### src/rtl/baud_pkg.sv
// Shared constants for the UART baud tick generator.
// The preset table holds Q.4 divisors for a 50 MHz clock at 16x oversampling.
package baud_pkg;

  localparam int DIV_W_DEF    = 16;
  localparam int FRAC_W_DEF   = 4;
  localparam int DIV_TOT_W    = DIV_W_DEF + FRAC_W_DEF;
  localparam int OVS_DEF      = 16;
  localparam int N_PRESET_DEF = 8;
  localparam int PRESET_IDX_W = $clog2(N_PRESET_DEF);
  localparam int MIN_DIV_INT  = 2;

  typedef logic [DIV_TOT_W-1:0] baud_div_t;

  // Index 0 is 9600 baud, index 7 is 921600 baud.
  localparam logic [0:N_PRESET_DEF-1][DIV_TOT_W-1:0] PRESET_TABLE = {
    20'd5208, 20'd2604, 20'd1302, 20'd868,
    20'd434,  20'd217,  20'd109,  20'd54
  };

  function automatic baud_div_t div_of(input logic [31:0] idx);
    if (idx < 32'(N_PRESET_DEF)) begin
      return PRESET_TABLE[idx[PRESET_IDX_W-1:0]];
    end
    return '0;
  endfunction

endpackage

### src/rtl/frac_divider.sv
// Fractional clock divider: emits one tick per oversample interval whose length
// is D_int cycles plus the carry of a fractional accumulator.
module frac_divider
  import baud_pkg::*;
#(
  parameter int DIV_W  = DIV_W_DEF,
  parameter int FRAC_W = FRAC_W_DEF
) (
  input  logic                    clk,
  input  logic                    rst,
  input  logic                    enable,
  input  logic                    restart,
  input  logic [DIV_W+FRAC_W-1:0] div,
  output logic                    wrap,
  output logic                    tick
);

  localparam int CNT_W = DIV_W + 1;

  logic             run_q, run_d;
  logic [CNT_W-1:0] cnt_q, cnt_d;
  logic [FRAC_W:0]  frac_acc_q, frac_acc_d;
  logic             tick_q;
  logic [FRAC_W:0]  frac_sum;
  logic [CNT_W-1:0] len;

  always_comb begin
    frac_sum   = frac_acc_q + {1'b0, div[FRAC_W-1:0]};
    len        = {1'b0, div[DIV_W+FRAC_W-1:FRAC_W]} + CNT_W'(frac_sum[FRAC_W]);
    wrap       = enable & run_q & (cnt_q == len - CNT_W'(1));
    run_d      = run_q;
    cnt_d      = cnt_q;
    frac_acc_d = frac_acc_q;
    if (!enable) begin
      run_d      = 1'b0;
      cnt_d      = '0;
      frac_acc_d = '0;
    end else if (!run_q) begin
      // First enabled edge only arms the counter, so the first tick lands D_int edges later.
      run_d      = 1'b1;
      cnt_d      = '0;
      frac_acc_d = '0;
    end else if (restart) begin
      cnt_d      = '0;
      frac_acc_d = '0;
    end else if (wrap) begin
      cnt_d      = '0;
      frac_acc_d = {1'b0, frac_sum[FRAC_W-1:0]};
    end else begin
      cnt_d      = cnt_q + CNT_W'(1);
    end
  end

  always_ff @(posedge clk or negedge rst) begin
    if (!rst) begin
      run_q      <= 1'b0;
      cnt_q      <= '0;
      frac_acc_q <= '0;
      tick_q     <= 1'b0;
    end else begin
      run_q      <= run_d;
      cnt_q      <= cnt_d;
      frac_acc_q <= frac_acc_d;
      tick_q     <= wrap;
    end
  end

  assign tick = tick_q;

endmodule

### src/rtl/baud_tick_gen.sv
// UART baud tick generator: oversample and bit strobes from a fractional divisor,
// with a one-deep config queue that only switches rate on a bit boundary.
module baud_tick_gen
  import baud_pkg::*;
#(
  parameter int DIV_W    = DIV_W_DEF,
  parameter int FRAC_W   = FRAC_W_DEF,
  parameter int OVS      = OVS_DEF,
  parameter int N_PRESET = N_PRESET_DEF
) (
  input  logic                        clk,
  input  logic                        rst,
  input  logic                        enable,
  input  logic                        cfg_valid,
  output logic                        cfg_ready,
  input  logic                        cfg_direct,
  input  logic [$clog2(N_PRESET)-1:0] cfg_preset,
  input  logic [DIV_W+FRAC_W-1:0]     cfg_div,
  output logic                        cfg_err,
  output logic [DIV_W+FRAC_W-1:0]     cur_div,
  output logic                        tick_ovs,
  output logic                        tick_bd
);

  localparam int DW    = DIV_W + FRAC_W;
  localparam int OVS_W = $clog2(OVS);
  localparam int PW    = $clog2(N_PRESET);
  localparam logic [DW-1:0] RESET_DIV = DW'(PRESET_TABLE[0]);

  logic             pending_q, pending_d;
  logic [DW-1:0]    pend_div_q, pend_div_d;
  logic [DW-1:0]    cur_div_q, cur_div_d;
  logic [OVS_W-1:0] ovs_cnt_q, ovs_cnt_d;
  logic             tick_bd_q, tick_bd_d;
  logic             cfg_err_q, cfg_err_d;
  logic             cfg_ready_q, cfg_ready_d;

  logic [DW-1:0]    req_div;
  logic             preset_oob;
  logic             req_bad;
  logic             accept;
  logic             div_wrap;
  logic             div_tick;
  logic             ovs_last;
  logic             bd_edge;
  logic             apply;

  // A full power-of-two table leaves no index that can be out of range.
  generate
    if (N_PRESET < (1 << PW)) begin : g_oob
      assign preset_oob = (cfg_preset >= PW'(N_PRESET));
    end else begin : g_no_oob
      assign preset_oob = 1'b0;
    end
  endgenerate

  always_comb begin
    req_div  = cfg_direct ? cfg_div : DW'(div_of(32'(cfg_preset)));
    req_bad  = (!cfg_direct && preset_oob) ||
               (req_div[DW-1:FRAC_W] < DIV_W'(MIN_DIV_INT));
    accept   = cfg_valid & cfg_ready_q;
    ovs_last = (ovs_cnt_q == OVS_W'(OVS - 1));
    bd_edge  = div_wrap & ovs_last;
    apply    = pending_q & (~enable | bd_edge);

    pending_d  = pending_q;
    pend_div_d = pend_div_q;
    if (apply) begin
      pending_d = 1'b0;
    end else if (accept && !req_bad) begin
      pending_d  = 1'b1;
      pend_div_d = req_div;
    end

    cur_div_d = apply ? pend_div_q : cur_div_q;

    if (!enable) begin
      ovs_cnt_d = '0;
    end else if (div_wrap) begin
      ovs_cnt_d = ovs_cnt_q + OVS_W'(1);
    end else begin
      ovs_cnt_d = ovs_cnt_q;
    end

    tick_bd_d = bd_edge;
    cfg_err_d = accept & req_bad;
    // Ready stays low through the apply cycle itself and returns one cycle later.
    cfg_ready_d = ~(pending_d | apply);
  end

  always_ff @(posedge clk or negedge rst) begin
    if (!rst) begin
      pending_q   <= 1'b0;
      pend_div_q  <= '0;
      cur_div_q   <= RESET_DIV;
      ovs_cnt_q   <= '0;
      tick_bd_q   <= 1'b0;
      cfg_err_q   <= 1'b0;
      cfg_ready_q <= 1'b1;
    end else begin
      pending_q   <= pending_d;
      pend_div_q  <= pend_div_d;
      cur_div_q   <= cur_div_d;
      ovs_cnt_q   <= ovs_cnt_d;
      tick_bd_q   <= tick_bd_d;
      cfg_err_q   <= cfg_err_d;
      cfg_ready_q <= cfg_ready_d;
    end
  end

  frac_divider #(
    .DIV_W  (DIV_W),
    .FRAC_W (FRAC_W)
  ) u_frac_divider (
    .clk     (clk),
    .rst     (rst),
    .enable  (enable),
    .restart (apply),
    .div     (cur_div_q),
    .wrap    (div_wrap),
    .tick    (div_tick)
  );

  assign tick_ovs  = div_tick;
  assign tick_bd   = tick_bd_q;
  assign cfg_err   = cfg_err_q;
  assign cfg_ready = cfg_ready_q;
  assign cur_div   = cur_div_q;

endmodule
### config.mk
export PLATFORM = sky130hd
export DESIGN_NAME = baud_tick_gen
export DESIGN_NICKNAME = d
export VERILOG_FILES = /design/src/rtl/baud_pkg.sv /design/src/rtl/frac_divider.sv /design/src/rtl/baud_tick_gen.sv
export SDC_FILE = /design/constraint.sdc
export NUM_CORES = 1
export LEC_CHECK = 0
export BUFFER_PORTS_ARGS = -buffer_cell sky130_fd_sc_hd__buf_4
export CORE_MARGIN = 3
export CORE_UTILIZATION = 60
export CTS_CLUSTER_SIZE = 40
export DETAILED_ROUTE_END_ITERATION = 10
export PLACE_DENSITY = 0.82
export SLEW_MARGIN = 20
export SYNTH_ARGS = -nofsm -noshare
export SYNTH_HDL_FRONTEND = slang
export SYNTH_SLANG_ARGS = --single-unit
### constraint.sdc
create_clock -name clk -period 8.3 [get_ports clk]
set_input_delay 1.66 -clock clk [delete_from_list [all_inputs] [get_ports clk]]
set_output_delay 1.66 -clock clk [all_outputs]
set_load 0.02 [all_outputs]
==> results of run 1 <==
power by group:
group / leakage, nW / switching, mW / internal (mW)
Sequential: 0.919 / 0.117 / 0.451
Clock: 0.116 / 0.143 / 0.173
Combinational: 1.17 / 0.278 / 0.301
flip-flops by register name (all words and copies together), names as in the netlist, 4 cells and up:
name	cells
u_frac_divider.cnt_q	17
u_frac_divider.frac_acc_q	4
cur_div	20
pend_div_q	20
ovs_cnt_q	4
area by class of cell:
class	instances	area [um2]	share of cell area, %
clock buffers	9	124	2.59
clock inverters	7	103	2.15
well taps	77	96.3	2.02
multi-input cells	277	2180	45.6
flip-flops and latches	71	1780	37.3
inverters	22	82.6	1.73
repair buffers	54	409	8.56
final timing paths:
check | to | slack, ps
max | cur_div[5] | 2920
min | cfg_ready | 420
max reg2reg | cur_div[5] | 2920
min reg2reg | cfg_ready | 420
max in group asynchronous | pend_div_q[8] | 6310
min in group asynchronous | pend_div_q[19] | 1440
per-layer routing:
layer / track usage [%] / vias to the layer above / wire length [um]
li1: - / 1466 / -
met1: 34.6 / 1525 / 4220
met2: 38.4 / 87 / 4200
met3: 4.98 / 13 / 443
met4: 8.53 / 0 / 153
met5: 0 / - / 0
critical path, cell delays in order, from the launching register on:
cell and delay (ps):
dfrtp_1 420, ha_1 240, inv_1 70, fa_1 200, inv_1 60, a21o_1 180
a21oi_1 190, ha_1 210, ha_1 220, or4b_4 500, or3_1 350, a2111oi_0 570
nand4_1 250, a2111oi_4 870, a21oi_2 280, buf_4 330, mux2_4 320
cells by family after synthesis:
logic type               after synthesis
multiplexers                          44
XOR/XNOR                              38
AND/OR/NAND/NOR                      130
flip-flops                            71
buffers and inverters                 39
AO/OA/AOI/OAI                         52
adder cells (fa/ha/maj)               13
through the flow:
step | hold WS, ps | std cells | utilization, % | power, mW | worst slack [ps]
2_1_floorplan | 384 | 387 | - | 0.976 | 4000
4_1_cts | 429 | 517 | 73.1 | 1.47 | 2960
3_5_place_dp | 421 | 501 | 69.7 | 1.15 | 2960
3_3_place_gp | 424 | 500 | 69.5 | 1.13 | 3230
6_report | 424 | 517 | 73.2 | 1.46 | 2920
5_1_grt | 464 | 517 | 73.2 | 1.55 | 2630
layout by cell type (no fill, tap or decap), drive strengths merged, types with 2 or more instances in the layout:
master,Yosys,final
o21ai,15,15
or3,5,5
buf,11,54
a21o,4,4
or2,3,3
nor2b,5,5
o31ai,2,2
a31oi,3,3
inv,22,25
and3,5,5
a21oi,4,4
and4,3,3
mux2i,11,11
o2bb2ai,8,8
ha,12,12
clkinv,0,2
bufinv,0,2
a221oi,2,2
clkbuf,6,9
nor2,33,33
nor3b,3,3
xor2,16,16
nor4,7,7
nand2b,6,6
xnor2,22,22
nor3,4,4
a2111oi,4,4
dfrtp,65,65
mux2,33,33
nand4,11,11
nand3,8,8
nand2,30,30
dfstp,6,6
==> out/qor.csv, run 1 <==
stage,metric,value,unit
sta,post-route-period-util,64.8,%
grt,antenna_found_initial,0,
worst_hold_path,min_path_type,flip-flop to flip-flop,
clock_network,clock_sinks,71,
worst_setup_path,cp_data_arrival_time,5610,ps
worst_setup_path,critPathMaxFanout,16,
sta,fmaxAchievable,186,MHz
finish,antenna_cells,0,
yosys,synth_fa_ha_area_share,4.09,%
grt,grt_pass1_vias,3084,
sta,hold_viol,0,
clock_network,clock_latency,350,ps
flow_run,max_cap_viol_count,0,
sta,tightest_slew,954,ps
finish,fill_cells,472,
finish,final_area,4780,um2
worst_setup_path,criticalPathCategory,flip-flop to flip-flop,
yosys,synth_edf_count,0,
yosys,ys_warn_count,0,
sta,setup_viol,0,
sta,setup-tns-final,0,ps
yosys,yosysMostFrequentCell,dfrtp_1,
worst_setup_path,crit_start,cur_div[0],
sta,fin_crit,5380,ps
clock_network,cts_buffer_depth,2,
clock_network,clk_pin_slew_worst_paths,90,ps
detailed_routing,drt-total-wl,9020,um
worst_setup_path,r2r_cells,16,
clock_network,cts_made_buffers,9,
detailed_routing,vias,3091,
place,hpwl,6730,um
yosys,ys_ff_latch,71,
detailed_routing,dr.pass1.iters,4,
yosys,yosys.area_share.simple,16.3,%
clock_network,cts_hold_buf,0,
worst_setup_path,crit_required,8530,ps
pwr,power_density,306,nW/um2
worst_setup_path,crit_path_end_kind,flip-flop,
finish,area_growth,15.0,%
yosys,synthMuxAreaShare,14.2,%
clock_network,htree_num_levels,3,
status,status,"complete, no violations",
pwr,irDropWorstVdd,178,uV
finish,final_nets,476,
yosys,postSynthCellCount,387,
grt,grt_first_pass_wirelength,15000,um
detailed_routing,drt_iter0_drc,256,
clock_network,cts_setup_buffers,0,
finish,drive_gt1_share,26.8,%
floorplanning,start_util,63.6,%
worst_setup_path,r2r_start,cur_div[0],
yosys,synth_top_family_by_area,simple AND/OR/NAND/NOR gates,
place,portBuffers,51,
floorplanning,coreArea,6530,um2
yosys,synth_common_cells,"65 x dfrtp_1, 33 x nor2_1, 30 x nand2_1",
yosys,netlist.area_leader.share,39.1,%
yosys,synth_xor_area_share,8.01,%
place,gp_congestion,0.850,
floorplanning,die_h,89.2,um
floorplanning,die-area,7960,um2
grt,track_usage,24.7,%
yosys,yosysTopAreaCell,dfrtp_1,
yosys,synth.distinct_cells,58,
yosys,syn_avg_cell_area,10.7,um2
yosys,syn_nets,428,
detailed_routing,wl_per_cell,17.4,um
detailed_routing,route.detailed.drc,0,
worst_hold_path,worst_hold_startpoint,pending_q,
grt,grt_max_degree,72,
yosys,synth_compound_area_share,9.60,%
sta,max_slew_margin,36.4,%
pwr,total_leakage_power,2.20,nW
yosys,syn_area,4160,um2
sta,finalClockSkew,13.4,ps
floorplanning,ios,52,
floorplanning,rows,29,
yosys,synthFlopType,dfrtp_1,
sta,rsz0062_at_grt,no,
clock_network,cts_tree,yes,
yosys,synthArstFlopShare,100,%
place,dpl_cell_area,4550,um2
worst_setup_path,crit_path_start_kind,flip-flop,
floorplanning,die_x,89.2,um
sta,slew_violations,0,
grt,gr-total-overflow,0,
yosys,yosysSeqAreaShare,42.9,%
detailed_routing,vias_per_cell,5.98,
worst_hold_path,hold_depth,1,
yosys,synth_area_leaders,"dfrtp_1 39%, mux2_4 10%, xnor2_1 4.6%",
clock_network,cts.repair.resized,0,
detailed_routing,postRouteAntennaNets,0,
clock_network,root_buffer,clkbuf_8,
Power figures use the tool's default switching activity.
==> inputs of run 2 (changes only) <==
- ABC_AREA: not set -> 1
- CORE_UTILIZATION: 60 -> 58
- PLACE_DENSITY: 0.82 -> 0.8
- clock period: 8.3 -> 5.13 ns (I/O delays scaled with it)
==> out/qor.csv, run 2 <==
stage,metric,value,unit,change
yosys,ys_ff_latch,71,,unchanged
place,portBuffers,51,,unchanged
clock_network,clock_latency,360,ps,was 350 ps
sta,rsz0062_at_grt,no,,unchanged
yosys,postSynthCellCount,549,,was 387
place,gp_congestion,0.852,,was 0.850
detailed_routing,route.detailed.drc,0,,unchanged
finish,fill_cells,568,,was 472
worst_setup_path,critPathMaxFanout,53,,was 16
sta,hold_viol,0,,unchanged
yosys,yosysSeqAreaShare,43.0,%,was 42.9%
yosys,syn_avg_cell_area,7.56,um2,was 10.7 um2
yosys,yosysTopAreaCell,dfrtp_1,,unchanged
finish,area_growth,15.2,%,was 15.0%
floorplanning,die_x,90.6,um,was 89.2 um
flow_run,max_cap_viol_count,0,,unchanged
detailed_routing,wl_per_cell,13.1,um,was 17.4 um
detailed_routing,drt_iter0_drc,224,,was 256
grt,track_usage,23.7,%,was 24.7%
yosys,synthFlopType,dfrtp_1,,unchanged
yosys,synth_edf_count,0,,unchanged
yosys,syn_nets,590,,was 428
worst_setup_path,r2r_cells,20,,was 16
worst_hold_path,hold_depth,2,,was 1
worst_setup_path,crit_start,cur_div[0],,unchanged
worst_setup_path,crit_path_start_kind,flip-flop,,unchanged
finish,seqCellArea,1780,um2,unchanged
sta,setup-tns-final,0,ps,unchanged
floorplanning,ios,52,,unchanged
sta,slew_violations,0,,unchanged
pwr,finalPower,2.26,mW,was 1.46 mW
yosys,synthArstFlopShare,100,%,unchanged
finish,final_nets,638,,was 476
grt,gr-total-overflow,0,,unchanged
detailed_routing,vias_per_cell,5.23,,was 5.98
floorplanning,start_util,60.4,%,was 63.6%
clock_network,cts_made_buffers,9,,unchanged
yosys,synth_area_leaders,"dfrtp_1 39%, nand2_1 16%, nor2_1 5.8%",,"was dfrtp_1 39%, mux2_4 10%, xnor2_1 4.6%"
pwr,total_leakage_power,2.46,nW,was 2.20 nW
worst_hold_path,min_path_type,flip-flop to flip-flop,,unchanged
pwr,irDropWorstVdd,207,uV,was 178 uV
sta,max_slew_margin,42.3,%,was 36.4%
clock_network,cts_buffer_depth,2,,unchanged
finish,multi_input_area,2070,um2,was 2180 um2
pwr,comb_power_share,38.2,%,was 39.6%
finish,drive_gt1_share,16.8,%,was 26.8%
status,status,"complete, no violations",,unchanged
worst_setup_path,r2r_start,cur_div[0],,unchanged
clock_network,cts_tree,yes,,unchanged
finish,final_cell_mix,"178 x nand2_1, 65 x dfrtp_1, 64 x nor2_1",,"was 65 x dfrtp_1, 53 x buf_4, 33 x nor2_1"
finish,antenna_cells,0,,unchanged
sta,tightest_slew,866,ps,was 954 ps
worst_setup_path,r2r-end,pend_div_q[11],,was cur_div[5]
clock_network,cts.repair.resized,0,,unchanged
sta,setup_viol,0,,unchanged
pwr,p_seq_share,39.9,%,was 38.8%
sta,post-route-period-util,78.8,%,was 64.8%
clock_network,cts_hold_buf,0,,unchanged
worst_setup_path,reg2reg_slack,1090,ps,was 2920 ps
pwr,clkPwrFrac,21.9,%,was 21.6%
floorplanning,coreArea,6870,um2,was 6530 um2
yosys,ys_warn_count,0,,unchanged
clock_network,cts_setup_buffers,0,,unchanged
floorplanning,die_h,90.6,um,was 89.2 um
yosys,synth_common_cells,"178 x nand2_1, 65 x dfrtp_1, 64 x nor2_1",,"was 65 x dfrtp_1, 33 x nor2_1, 30 x nand2_1"
detailed_routing,dr.pass1.iters,4,,unchanged
sta,fmaxAchievable,247,MHz,was 186 MHz
pwr,switching_share,41.1,%,was 36.8%
worst_hold_path,worst_hold_startpoint,pend_div_q[14],,was pending_q
worst_setup_path,cp_data_arrival_time,4330,ps,was 5610 ps
grt,grt_pass1_vias,3498,,was 3084
floorplanning,die-area,8210,um2,was 7960 um2
yosys,netlist.area_leader.share,39.2,%,was 39.1%
clock_network,clk_pin_slew_worst_paths,80,ps,was 90 ps
worst_hold_path,worstHoldEndpoint,pend_div_q[14],,was cfg_ready
detailed_routing,vias,3654,,was 3091
sta,finalClockSkew,9.81,ps,was 13.4 ps
detailed_routing,drt-total-wl,9180,um,was 9020 um
yosys,syn_area,4150,um2,was 4160 um2
yosys,synth.distinct_cells,34,,was 58
detailed_routing,postRouteAntennaNets,0,,unchanged
worst_setup_path,crit_path_end_kind,flip-flop,,unchanged
grt,antenna_found_initial,0,,unchanged
worst_setup_path,crit_required,5420,ps,was 8530 ps
clock_network,htree_num_levels,3,,unchanged
pwr,p_sw,0.928,mW,was 0.538 mW
clock_network,root_buffer,clkbuf_8,,unchanged
grt,grt_first_pass_wirelength,15800,um,was 15000 um
pwr,internal_power,1.33,mW,was 0.926 mW
place,hpwl,6910,um,was 6730 um
floorplanning,rows,30,,was 29
pwr,power_density,472,nW/um2,was 306 nW/um2
worst_setup_path,criticalPathCategory,flip-flop to flip-flop,,unchanged
clock_network,clock_sinks,71,,unchanged
yosys,yosysMostFrequentCell,nand2_1,,was dfrtp_1
grt,grt_max_degree,72,,unchanged
sta,fin_crit,4040,ps,was 5380 ps
finish,final_common_cell,nand2_1,,was dfrtp_1
[run 2: cell types whose count changed in the layout (fill, tap and decap cells not counted), sizes merged, moves of 15 or more]
cell   delta
nand2   +153
nor2     +49
nand3    +33
inv      +27
a21oi    +15
mux2     -33
[run 2: cell families (layout without fill, tap and decap cells)]
family	count (synthesis)	after routing	share of synthesized area, %
xor+xnor	26	26	5.49
compound gates	41	41	5.37
fa+ha+maj	13	13	4.10
buf+inv	67	120	7.11
flops	71	71	43.0
simple gates	331	331	34.9
[run 2: critical path: stages, from the launching register on]
cell and delay, ps:
dfrtp_1 390, ha_1 190, inv_1 60, fa_1 400, o21ai_0 190, a21oi_1 140
ha_1 250, ha_1 300, a21oi_1 160, nand3_1 90, nor2_1 120, nand2_1 90
nor2_1 90, nand2_1 70, nor2_2 90, nand4_1 130, nand2_2 260, nand2_4 360
nand2_2 410, nand2_1 100, nand2_1 80
[run 2: how the worst max path moves through the flow]
stage | end | slack, ps | cells after the start
after detailed placement | pend_div_q[0] | 1140 | 20
after floorplan | u_frac_divider.cnt_q[12] | 1990 | 20
after global placement | pend_div_q[7] | 1310 | 20
after global routing | pend_div_q[13] | 700 | 19
final | pend_div_q[11] | 1090 | 20
after CTS | pend_div_q[11] | 1100 | 20
[run 2: metrics by stage]
stage | hold WS (ps) | area (um2) | util (%) | instances | setup WS (ps)
2_1_floorplan | 443 | 4150 | - | 549 | 1990
3_3_place_gp | 459 | 4560 | 66.4 | 682 | 1310
3_5_place_dp | 462 | 4560 | 66.4 | 682 | 1140
4_1_cts | 483 | 4780 | 69.6 | 698 | 1100
5_1_grt | 516 | 4780 | 69.6 | 698 | 696
6_report | 481 | 4780 | 69.6 | 698 | 1090
[run 2: area by class of cell]
type / instances / area share (%)
Inverter: 52 / 4.08
Timing Repair Buffer: 52 / 8.17
Clock buffer: 9 / 2.59
Tap cell: 96 / 2.51
Clock inverter: 7 / 1.99
Sequential cell: 71 / 37.3
Multi-Input combinational cell: 411 / 43.3
[run 2: metal layers]
layer  global-route usage [%]  vias to the layer above  share of wire [%]
met1                     28.8                     1732                 44
met5                        0                        -                  0
li1                         -                     1822                  -
met4                     9.18                        0                2.2
met3                     4.83                       23                3.8
met2                     41.0                       77                 50
[run 2: power groups by stage]
stage	sequential [mW]	clock, mW	combinational [mW]
6_report	0.900	0.494	0.861
5_1_grt	0.921	0.524	0.976
4_1_cts	0.897	0.500	0.865
3_5_place_dp	0.905	0	0.855
3_3_place_gp	0.899	0	0.832
2_1_floorplan	0.938	0	0.546
==> inputs of run 3 (changes only) <==
- CORE_UTILIZATION: 58 -> 53
- PLACE_DENSITY: 0.8 -> 0.77
- clock period: 5.13 -> 3.3 ns (I/O delays scaled with it)
==> out/qor.csv, run 3 (synthesized netlist as in run 2, its figures left out) <==
stage,metric,value,unit,change
pwr,internal_power,2.23,mW,was 1.33 mW
clock_network,root_buffer,clkbuf_8,,unchanged
finish,final_area,5120,um2,was 4780 um2
place,portBuffers,51,,unchanged
finish,antenna_cells,0,,unchanged
worst_setup_path,cpMostUsedCell,nand2_1,,unchanged
worst_setup_path,crit_path_start_kind,flip-flop,,unchanged
clock_network,cts_hold_buf,0,,unchanged
place,post-place-ws,-110,ps,was 1140 ps
finish,final_cells,715,,was 698
sta,fmaxAchievable,307,MHz,was 247 MHz
detailed_routing,dr.pass1.iters,5,,was 4
worst_hold_path,min_path_type,input port to async pin,,was flip-flop to flip-flop
pwr,power_density,747,nW/um2,was 472 nW/um2
place,dp.cells,692,,was 682
worst_setup_path,worstPathCellList,ha_2 > inv_2 > fa_2 > o21ai_2 > a21oi_2 > ha_2 > ha_4 > a21oi_2 > nand3_2 > nor2_2 > nand2_1 > nor2_1 > nand2_1 > nor2_2 > nand4_1 > nand2_4 > nand2_8 > clkbuf_16 > nand3b_1 > nand2_1,,was ha_1 > inv_1 > fa_1 > o21ai_0 > a21oi_1 > ha_1 > ha_1 > a21oi_1 > nand3_1 > nor2_1 > nand2_1 > nor2_1 > nand2_1 > nor2_2 > nand4_1 > nand2_2 > nand2_4 > nand2_2 > nand2_1 > nand2_1
grt,gr-total-overflow,0,,unchanged
clock_network,cts_tree,yes,,unchanged
worst_setup_path,crit_path_end_kind,flip-flop,,unchanged
floorplanning,start_util,56.0,%,was 60.4%
sta,finalClockSkew,13.9,ps,was 9.81 ps
detailed_routing,drt-total-wl,10500,um,was 9180 um
clock_network,cts_made_buffers,9,,unchanged
finish,multi_input_area,2220,um2,was 2070 um2
place,hpwl,7190,um,was 6910 um
detailed_routing,drt_iter0_drc,144,,was 224
grt,track_usage,22.8,%,was 23.7%
pwr,p_sw,1.59,mW,was 0.928 mW
detailed_routing,vias_per_cell,5.30,,was 5.23
worst_setup_path,cpMaxStageDelayCell,dfrtp_1,,was nand2_2
grt,antenna_found_initial,0,,unchanged
clock_network,clock_latency,350,ps,was 360 ps
detailed_routing,vias,3790,,was 3654
clock_network,clock_sinks,71,,unchanged
finish,area_growth,23.3,%,was 15.2%
finish,final_common_cell,nand2_1,,unchanged
worst_setup_path,cp_data_arrival_time,3510,ps,was 4330 ps
worst_setup_path,critPathMaxFanout,6,,was 53
pwr,p_seq_share,37.4,%,was 39.9%
clock_network,cts_buffer_depth,2,,unchanged
sta,tightest_slew,991,ps,was 866 ps
grt,grt_first_pass_wirelength,16100,um,was 15800 um
finish,fill_cells,595,,was 568
status,status,"complete, no violations",,unchanged
worst_setup_path,crit_start,cur_div[0],,unchanged
worst_setup_path,max_stage_delay,390,ps,was 410 ps
pwr,irDropWorstVdd,404,uV,was 207 uV
worst_setup_path,crit_required,3550,ps,was 5420 ps
floorplanning,ios,52,,unchanged
pwr,switching_share,41.7,%,was 41.1%
finish,final_cell_mix,"176 x nand2_1, 65 x dfrtp_1, 57 x nor2_1, 57 x buf_4, 47 x inv_1",,"was 178 x nand2_1, 65 x dfrtp_1, 64 x nor2_1"
grt,grt_pass1_vias,3560,,was 3498
pwr,clkPwrFrac,20.4,%,was 21.9%
sta,setup_viol,0,,unchanged
sta,max_slew_margin,33.7,%,was 42.3%
finish,seqCellArea,1780,um2,unchanged
floorplanning,die-area,8930,um2,was 8210 um2
sta,fin_crit,3260,ps,was 4040 ps
sta,hold_viol,0,,unchanged
sta,rsz0062_at_grt,yes,,was no
sta,fin_worst_hold_slack,424,ps,was 481 ps
sta,post-route-period-util,98.7,%,was 78.8%
sta,setup_slack,42.1,ps,was 1090 ps
grt,grt_max_degree,72,,unchanged
finish,drive_gt1_share,22.1,%,was 16.8%
pwr,comb_power_share,42.2,%,was 38.2%
floorplanning,rows,31,,was 30
detailed_routing,postRouteAntennaNets,0,,unchanged
sta,slew_violations,0,,unchanged
flow_run,max_cap_viol_count,0,,unchanged
floorplanning,coreArea,7410,um2,was 6870 um2
clock_network,htree_num_levels,3,,unchanged
worst_setup_path,r2r_start,cur_div[0],,unchanged
detailed_routing,wl_per_cell,14.7,um,was 13.1 um
clock_network,clk_pin_slew_worst_paths,90,ps,was 80 ps
worst_setup_path,criticalPathCategory,flip-flop to flip-flop,,unchanged
place,gp_congestion,0.862,,was 0.852
pwr,total_leakage_power,2.57,nW,was 2.46 nW
place,dpl_cell_area,4620,um2,was 4560 um2
floorplanning,die_x,94.5,um,was 90.6 um
floorplanning,die_h,94.5,um,was 90.6 um
detailed_routing,route.detailed.drc,0,,unchanged
finish,final_nets,652,,was 638
-- run 3: critical path, delay by kind of cell, from the launching register on --
kind	cells	cell delay, ps
and+or+nand+nor	11	1170
adders and majority gates	4	980
DFF	1	390
AOI/OAI and AO/OA	3	380
buffers and inverters	2	240
-- run 3: what timing repair did --
item	4_1_cts	5_1_grt
cloned	0	6
endpoints found under the setup margin	43	62
pin swaps	0	17
buffers inserted	0	1
endpoints found under the hold margin	0	0
gates resized for setup	8	34
-- run 3: path summary, 6_finish.rpt --
| kind | slack [ps] | cells after the start | end |
|---|---|---|---|
| max | 40 | 20 | pend_div_q[7] |
| min | 420 | 1 | u_frac_divider.cnt_q[1] |
| max reg2reg | 40 | 20 | pend_div_q[7] |
| min reg2reg | 480 | 2 | pend_div_q[10] |
| max in group asynchronous | 2320 | 1 | pend_div_q[3] |
| min in group clk | 470 | 1 | u_frac_divider.run_q |
-- run 3: area by class of cell --
type                       instances  share of cell area [%]
clock buffer                      10                    2.49
clock inverter                     6                    1.81
inverter                          52                    3.81
multi-input combinational        413                    43.5
sequential                        71                    34.9
tap                               99                    2.42
timing repair buffer              64                    11.1
-- run 3: metal layers --
| metal | up-vias | GRT usage (%) | wire, um | share of wire (%) |
|---|---|---|---|---|
| li1 | 1855 | - | - | - |
| met1 | 1797 | 27.8 | 4320 | 41 |
| met2 | 108 | 40.5 | 5420 | 51 |
| met3 | 30 | 4.06 | 524 | 5.0 |
| met4 | 0 | 7.93 | 286 | 2.7 |
| met5 | - | 0 | 0 | 0 |
-- run 3: power by group through the flow --
| stage | Sequential, mW | Clock (mW) | Combinational, mW |
|---|---|---|---|
| finish | 1.43 | 0.779 | 1.61 |
| global route | 1.46 | 0.829 | 1.79 |
| CTS | 1.40 | 0.791 | 1.40 |
| detailed placement | 1.41 | 0 | 1.36 |
| global placement | 1.41 | 0 | 1.33 |
| floorplan | 1.46 | 0 | 0.849 |
-- run 3: through the flow --
step	TNS [ps]	util, %	power, mW
detailed placement	-1210	62.3	2.78
CTS	0	65.7	3.59
floorplan	0	-	2.31
global route	-2520	69.1	4.07
finish	0	69.1	3.82
global placement	0	62.3	2.74
